**src/rtl/uart_tx_fifo.sv**
```systemverilog
// uart_tx_fifo: UART transmitter fed by a small FIFO. The frame format
// (length, parity, stop bits) is latched per frame when an entry is popped.
// Break generation is built only when the TX_BREAK_EN macro is defined;
// otherwise break_i is accepted but ignored.
module uart_tx_fifo #(
  parameter int unsigned MAX_DATA_W = 9,
  parameter int unsigned OVERSAMPLE = 16,
  parameter int unsigned FIFO_DEPTH = 4
) (
  input  logic                        clk_i,
  input  logic                        rst_ni,
  input  logic                        baud_en_i,
  input  logic                        tx_en_i,
  input  logic [5:0]                  tx_conf_i,
  input  logic                        tx_valid_i,
  input  logic [MAX_DATA_W-1:0]       tx_data_i,
  output logic                        tx_ready_o,
  input  logic                        break_i,
  output logic [$clog2(FIFO_DEPTH):0] fifo_level_o,
  output logic                        busy_o,
  output logic                        tx_done_o,
  output logic                        uart_tx_o
);

  localparam int unsigned PtrW = $clog2(FIFO_DEPTH);
  localparam int unsigned OsW  = $clog2(OVERSAMPLE);

  typedef enum logic [2:0] {StIdle, StStart, StData, StParity, StStop, StBreak} state_e;

  // FIFO storage and bookkeeping
  logic [MAX_DATA_W-1:0] mem_q [FIFO_DEPTH];
  logic [PtrW-1:0]       wptr_q, rptr_q;
  logic [PtrW:0]         level_q;
  logic                  push, pop;

  // Frame FSM state
  state_e                state_q, state_d;
  logic [OsW-1:0]        os_cnt_q, os_cnt_d;
  logic [3:0]            bit_cnt_q, bit_cnt_d;
  logic [3:0]            nbits_q, nbits_d;
  logic [MAX_DATA_W-1:0] shift_q, shift_d;
  logic [1:0]            par_mode_q, par_mode_d;
  logic                  stop2_q, stop2_d;
  logic                  par_bit_q, par_bit_d;
  logic                  tx_q, tx_d;
  logic                  done_q, done_d;

  logic [MAX_DATA_W-1:0] head, data_masked;
  logic [3:0]            len_dec;
  logic                  par_calc;
  logic                  bit_end;
  logic                  brk_req;

`ifdef TX_BREAK_EN
  logic brk_hi_q, brk_hi_d;
  assign brk_req = break_i;
`else
  logic unused_break;
  assign unused_break = break_i;
  assign brk_req      = 1'b0;
`endif

  // Ready is forced low in reset so nothing is accepted while held
  assign tx_ready_o   = rst_ni & tx_en_i & (level_q < (PtrW + 1)'(FIFO_DEPTH));
  assign push         = tx_valid_i & tx_ready_o;
  assign head         = mem_q[rptr_q];
  assign fifo_level_o = level_q;
  assign busy_o       = (state_q != StIdle);
  assign tx_done_o    = done_q;
  assign uart_tx_o    = tx_q;
  assign bit_end      = (os_cnt_q == OsW'(OVERSAMPLE - 1));

  // FIFO data array, no reset needed since pointers gate every read
  always_ff @(posedge clk_i) begin
    if (push) mem_q[wptr_q] <= tx_data_i;
  end

  // FIFO pointers and fill level
  always_ff @(posedge clk_i or negedge rst_ni) begin
    if (!rst_ni) begin
      wptr_q  <= '0;
      rptr_q  <= '0;
      level_q <= '0;
    end else begin
      if (push) wptr_q <= wptr_q + PtrW'(1);
      if (pop)  rptr_q <= rptr_q + PtrW'(1);
      if (push && !pop)      level_q <= level_q + (PtrW + 1)'(1);
      else if (!push && pop) level_q <= level_q - (PtrW + 1)'(1);
    end
  end

  // Decode the frame format of the head entry; unused lengths map to 8, then clamp
  always_comb begin
    len_dec = 4'd8;
    if (tx_conf_i[2:0] < 3'd5) len_dec = {1'b0, tx_conf_i[2:0]} + 4'd5;
    if (len_dec > 4'(MAX_DATA_W)) len_dec = 4'(MAX_DATA_W);
    for (int unsigned i = 0; i < MAX_DATA_W; i++) begin
      data_masked[i] = head[i] & (i < 32'(len_dec));
    end
    unique case (tx_conf_i[5:4])
      2'b01:   par_calc = ^data_masked;
      2'b10:   par_calc = ~^data_masked;
      default: par_calc = 1'b1;
    endcase
  end

  // Frame FSM next state; every transition waits for a baud tick
  always_comb begin
    state_d    = state_q;
    os_cnt_d   = os_cnt_q;
    bit_cnt_d  = bit_cnt_q;
    nbits_d    = nbits_q;
    shift_d    = shift_q;
    par_mode_d = par_mode_q;
    stop2_d    = stop2_q;
    par_bit_d  = par_bit_q;
    tx_d       = tx_q;
    done_d     = 1'b0;
    pop        = 1'b0;
`ifdef TX_BREAK_EN
    brk_hi_d   = brk_hi_q;
`endif
    if (baud_en_i) begin
      os_cnt_d = bit_end ? '0 : os_cnt_q + OsW'(1);
      unique case (state_q)
        StIdle: begin
          os_cnt_d = '0;
          if (brk_req) begin
            state_d = StBreak;
            tx_d    = 1'b0;
          end else if (tx_en_i && (level_q != '0)) begin
            pop        = 1'b1;
            state_d    = StStart;
            tx_d       = 1'b0;
            nbits_d    = len_dec;
            shift_d    = data_masked;
            par_mode_d = tx_conf_i[5:4];
            stop2_d    = tx_conf_i[3];
            par_bit_d  = par_calc;
          end
        end
        StStart: begin
          if (bit_end) begin
            state_d   = StData;
            tx_d      = shift_q[0];
            bit_cnt_d = '0;
          end
        end
        StData: begin
          if (bit_end) begin
            if (bit_cnt_q == nbits_q - 4'd1) begin
              bit_cnt_d = '0;
              if (par_mode_q != 2'b00) begin
                state_d = StParity;
                tx_d    = par_bit_q;
              end else begin
                state_d = StStop;
                tx_d    = 1'b1;
              end
            end else begin
              bit_cnt_d = bit_cnt_q + 4'd1;
              shift_d   = shift_q >> 1;
              tx_d      = shift_q[1];
            end
          end
        end
        StParity: begin
          if (bit_end) begin
            state_d = StStop;
            tx_d    = 1'b1;
          end
        end
        StStop: begin
          if (bit_end) begin
            if (stop2_q && (bit_cnt_q == 4'd0)) begin
              bit_cnt_d = 4'd1;
            end else begin
              state_d = StIdle;
              done_d  = 1'b1;
            end
          end
        end
`ifdef TX_BREAK_EN
        StBreak: begin
          // Low phase lasts while break_i is held, then one full high bit-time
          if (!brk_hi_q) begin
            os_cnt_d = '0;
            if (!break_i) begin
              brk_hi_d = 1'b1;
              tx_d     = 1'b1;
            end
          end else if (bit_end) begin
            brk_hi_d = 1'b0;
            state_d  = StIdle;
          end
        end
`endif
        default: state_d = StIdle;
      endcase
    end
  end

  // Frame FSM registers; reset returns the line high at once
  always_ff @(posedge clk_i or negedge rst_ni) begin
    if (!rst_ni) begin
      state_q    <= StIdle;
      os_cnt_q   <= '0;
      bit_cnt_q  <= '0;
      nbits_q    <= '0;
      shift_q    <= '0;
      par_mode_q <= '0;
      stop2_q    <= 1'b0;
      par_bit_q  <= 1'b0;
      tx_q       <= 1'b1;
      done_q     <= 1'b0;
    end else begin
      state_q    <= state_d;
      os_cnt_q   <= os_cnt_d;
      bit_cnt_q  <= bit_cnt_d;
      nbits_q    <= nbits_d;
      shift_q    <= shift_d;
      par_mode_q <= par_mode_d;
      stop2_q    <= stop2_d;
      par_bit_q  <= par_bit_d;
      tx_q       <= tx_d;
      done_q     <= done_d;
    end
  end

`ifdef TX_BREAK_EN
  // Break phase flag: 0 while holding the line low, 1 during the trailing high bit
  always_ff @(posedge clk_i or negedge rst_ni) begin
    if (!rst_ni) brk_hi_q <= 1'b0;
    else         brk_hi_q <= brk_hi_d;
  end
`endif

endmodule

```
**config.mk**
```make
export PLATFORM = sky130hd
export DESIGN_NAME = uart_tx_fifo
export DESIGN_NICKNAME = d
export VERILOG_FILES = /design/src/rtl/uart_tx_fifo.sv
export SDC_FILE = /design/constraint.sdc
export NUM_CORES = 1
export LEC_CHECK = 0
export ABC_AREA = 1
export BUFFER_PORTS_ARGS = -buffer_cell sky130_fd_sc_hd__clkbuf_2
export CORE_MARGIN = 5
export CORE_UTILIZATION = 60
export DETAILED_ROUTE_END_ITERATION = 8
export PLACE_DENSITY = 0.8
export SETUP_SLACK_MARGIN = 0.5
export SKIP_CTS_REPAIR_TIMING = 1
export SYNTH_ARGS = -nofsm -noshare
export SYNTH_HDL_FRONTEND = slang
export SYNTH_SLANG_ARGS = --single-unit
```
**constraint.sdc**
```tcl
create_clock -name clk_i -period 4.3 [get_ports clk_i]
set_input_delay 0.215 -clock clk_i [delete_from_list [all_inputs] [get_ports clk_i]]
set_output_delay 0.215 -clock clk_i [all_outputs]
set_load 0.02 [all_outputs]
```
==> summary.md <==
| Metric | Value |
|---|---|
| Status | finished with violations |
| Violated checks | hold timing |
| Sw Share | about two fifths |
| Worst R2R Start | state_q[2] |
| # H-tree levels | 3 |
| Clk network pwr share | around 22% |
| Max-slew headroom | a little over two fifths |
| Reported net switching power | ~1.1 mW |
| CP arrival | just under 3 ns |
| Average vias per placed instance | 5.57 |
| Final #Nets | 482 |
| Pwr Density | 669 nW/um^2 |
| Initial antenna violation count | 0 |
| Gate power share | 39.4% |
| First-pass GRT wire length | around 13000 microns |
| Area grow syn2layout | 10.7% |
| Int Pwr | 1.63 mW |
| Total CTS buffers | 9 |
| Core ar. | 5990 sq um |
| Antenna-violating nets left | 0 |
| Detailed router's first-iteration violation count | 300 |
| Ant. Diodes | 0 |
| Drt wl/cell | 14.6 microns |
| Overflow after GRT | 0 |
| Final worst-path cycle share | ~62% |
| Largest net degree at the start of global routing | 38 |
| Clock Skew | 0.0136 ns |
| Clock Path Buffers | 2 |
| TritonCTS clock tree | yes |
| Gpl congestion | roughly 0.9 |
| Avg Cell Area, Syn | around 9 sq um |
| FF-to-FF path depth | 11 |
| Post-Syn Instances | 416 |
| Seq/Total Area, Yosys | 53.6% |
| Cell leakage power | 1.88 nW |
| Dpl cell area | between 3000 and 4000 sq um |
| Seq cells post-synth | 73 |
| CP required | 4.58 ns |
| FF-to-FF setup slack | between 1.5 and 2 ns |
| Site Rows | 28 |
| I/O pins | 28 |
| Root buffer cell | clkbuf_8 |
| Worst hold path type | in2async |
| Post-DP HPWL | 5280 microns |
| Cell variety after synth | 38 |
| Setup-failing EPs final | 0 |
| Vias | slightly below 3000 |
| Period minus WS final | between 2 and 3 ns |
| Number of remaining DRC errors | 0 |
| Crit path from | state_q[2] |
| CTS Sinks | 73 |
| PnR Total Power | 2.78 mW |
| Sequential share of power | 38.6% |
| Syn Nets | 451 |
| Design area | around 4100 sq um |
| Maximum clock rate | between 300 and 400 MHz |
| Inst Count DP | 511 |
| Routed Wire Length | 7680 microns |
| Initial Util | 62.6% |
| Unrepaired setup endpoints after global routing | false |
| Later-pin clock latency in the skew report | 0.35 ns |
| Layout cell share with drive strength beyond 1 | a little over an eighth |
| Top_reg_cell synth | edfxtp_1 |
| Number of max-cap violations | 0 |
| Final Max Tran Viols | 0 |
| Async set or reset register ratio after synthesis | 50.7% |
| Layout Cells excl Fill | 527 |
| Post-synth EDFFs | 36 |
| Final Hold Violating Endpoints | 13 |
| R2r endpoint | shift_q[2] |
| Endpoint class of the critical path | flip-flop |
| Drt first pass iters | 6 |
| Crit Path Class | reg2reg |
| Max VDD drop | 372 uV |
| PortBufs | 26 |
| Slew @ Worst Pin | 0.868 ns |
| Clock slew at reported path FFs | around 0.09 ns |
| GRT Util Overall | a little over a fifth |
| Height of the chip | 89.0 microns |
| Number of global-route vias before repair | 2868 |
| YS warnings | 0 |
| CP max FO | 11 |
| Mapped cell area | 3750 sq um |
| Setup TNS | 0 ns |
| Worst setup SP type | flip-flop |
| Worst hold margin | -0.00435 ns |
| Die area | approximately 7900 sq um |
| DIE WIDTH | approximately 89 microns |
cells in the final DEF (no fill, tap or decap), types with 3 or more instances in the layout:
cell      count
xor2_1        6
xnor2_1       4
inv_2         4
nand4_1       4
nor2_1       53
nand3_1      20
a21oi_1      14
o211ai_1      4
o22ai_1       5
a31oi_1       3
clkbuf_2     26
nor3_1        3
ha_1         13
o21ai_0      50
inv_1        52
dfrtp_1      36
edfxtp_1     36
clkbuf_8      9
o21ai_1       5
nand2_1      78
inv_6         3
worst max-delay path: stages, from the launching register on:
cell and delay (ns):
dfrtp_1 0.45, nor2_2 0.20, inv_1 0.06, nor2_1 0.51
inv_1 0.36, nor2_2 0.28, inv_2 0.06, a21oi_2 0.13
nand2_2 0.15, clkinv_2 0.15, o21ai_0 0.11, o21ai_1 0.12
cell usage after synthesis, types with 4 or more instances:
library cell / n / area, sq um
o21ai_0: 50 / 250
nand4_1: 4 / 25.0
ha_1: 13 / 163
nor2_1: 53 / 199
o22ai_1: 5 / 31.3
nand3_1: 20 / 100
xnor2_1: 4 / 35.0
inv_2: 4 / 15.0
o21ai_1: 5 / 25.0
inv_1: 52 / 195
xor2_1: 6 / 52.6
o211ai_1: 4 / 30.0
nand2_1: 78 / 293
edfxtp_1: 36 / 1080
dfrtp_1: 36 / 901
a21oi_1: 14 / 70.1
per-layer routing:
| metal | vias to the layer above | routed length, microns | track usage (%) | share of wire [%] |
|---|---|---|---|---|
| met1 | 1370 | 3170 | 26.0 | 41 |
| met4 | 0 | 123 | 6.90 | 1.6 |
| met3 | 15 | 520 | 5.44 | 6.8 |
| met2 | 105 | 3870 | 37.0 | 50 |
| li1 | 1445 | - | - | - |
| met5 | - | 0 | 0 | 0 |
power by group through the flow:
stage | registers, mW | logic (mW) | clock network, mW
6_report | 1.07 | 1.09 | 0.612
5_1_grt | 1.10 | 1.27 | 0.644
4_1_cts | 1.07 | 1.10 | 0.614
3_5_place_dp | 1.08 | 1.08 | 0
3_3_place_gp | 1.07 | 1.04 | 0
2_1_floorplan | 1.04 | 0.880 | 0
worst max path at each step:
stage / end / slack, ns
6_report: shift_q[2] / 1.65
5_1_grt: shift_q[4] / 1.38
2_1_floorplan: fifo_level_o[2] / 2.00
4_1_cts: shift_q[2] / 1.70
3_5_place_dp: shift_q[2] / 1.76
3_3_place_gp: shift_q[2] / 1.78
metrics by stage:
stage / utilization [%] / setup slack (ns)
2_1_floorplan: - / 2.00
3_3_place_gp: 65.5 / 1.78
3_5_place_dp: 65.5 / 1.76
4_1_cts: 69.3 / 1.70
5_1_grt: 69.3 / 1.38
6_report: 69.3 / 1.65
state kept, by name, summed over array words and instances (netlist names):
register / cells
par_mode_q: 2
stop2_q: 1
mem_q: 36
tx_done_o: 1
wptr_q: 2
fifo_level_o: 3
shift_q: 9
rptr_q: 2
par_bit_q: 1
os_cnt_q: 4
nbits_q: 4
state_q: 3
bit_cnt_q: 4
uart_tx_o: 1
logic make-up after synthesis:
| family | Yosys count | share of synthesized area (%) |
|---|---|---|
| buf+inv | 64 | 7.21 |
| simple gates | 166 | 18.6 |
| fa+ha+maj | 14 | 4.87 |
| compound gates | 88 | 13.1 |
| mux | 1 | 0.300 |
| flops | 73 | 53.6 |
| xor+xnor | 10 | 2.34 |
layout make-up:
class                           instances  area [sq um]
Inverter                               57           215
Clock inverter                          7           101
Multi-Input combinational cell        279          1470
Timing Repair Buffer                   27           138
Clock buffer                            9           124
Fill cell                             459          1840
Sequential cell                        73          2010
Tap cell                               75          93.8
(Power assumes the default switching activity.)
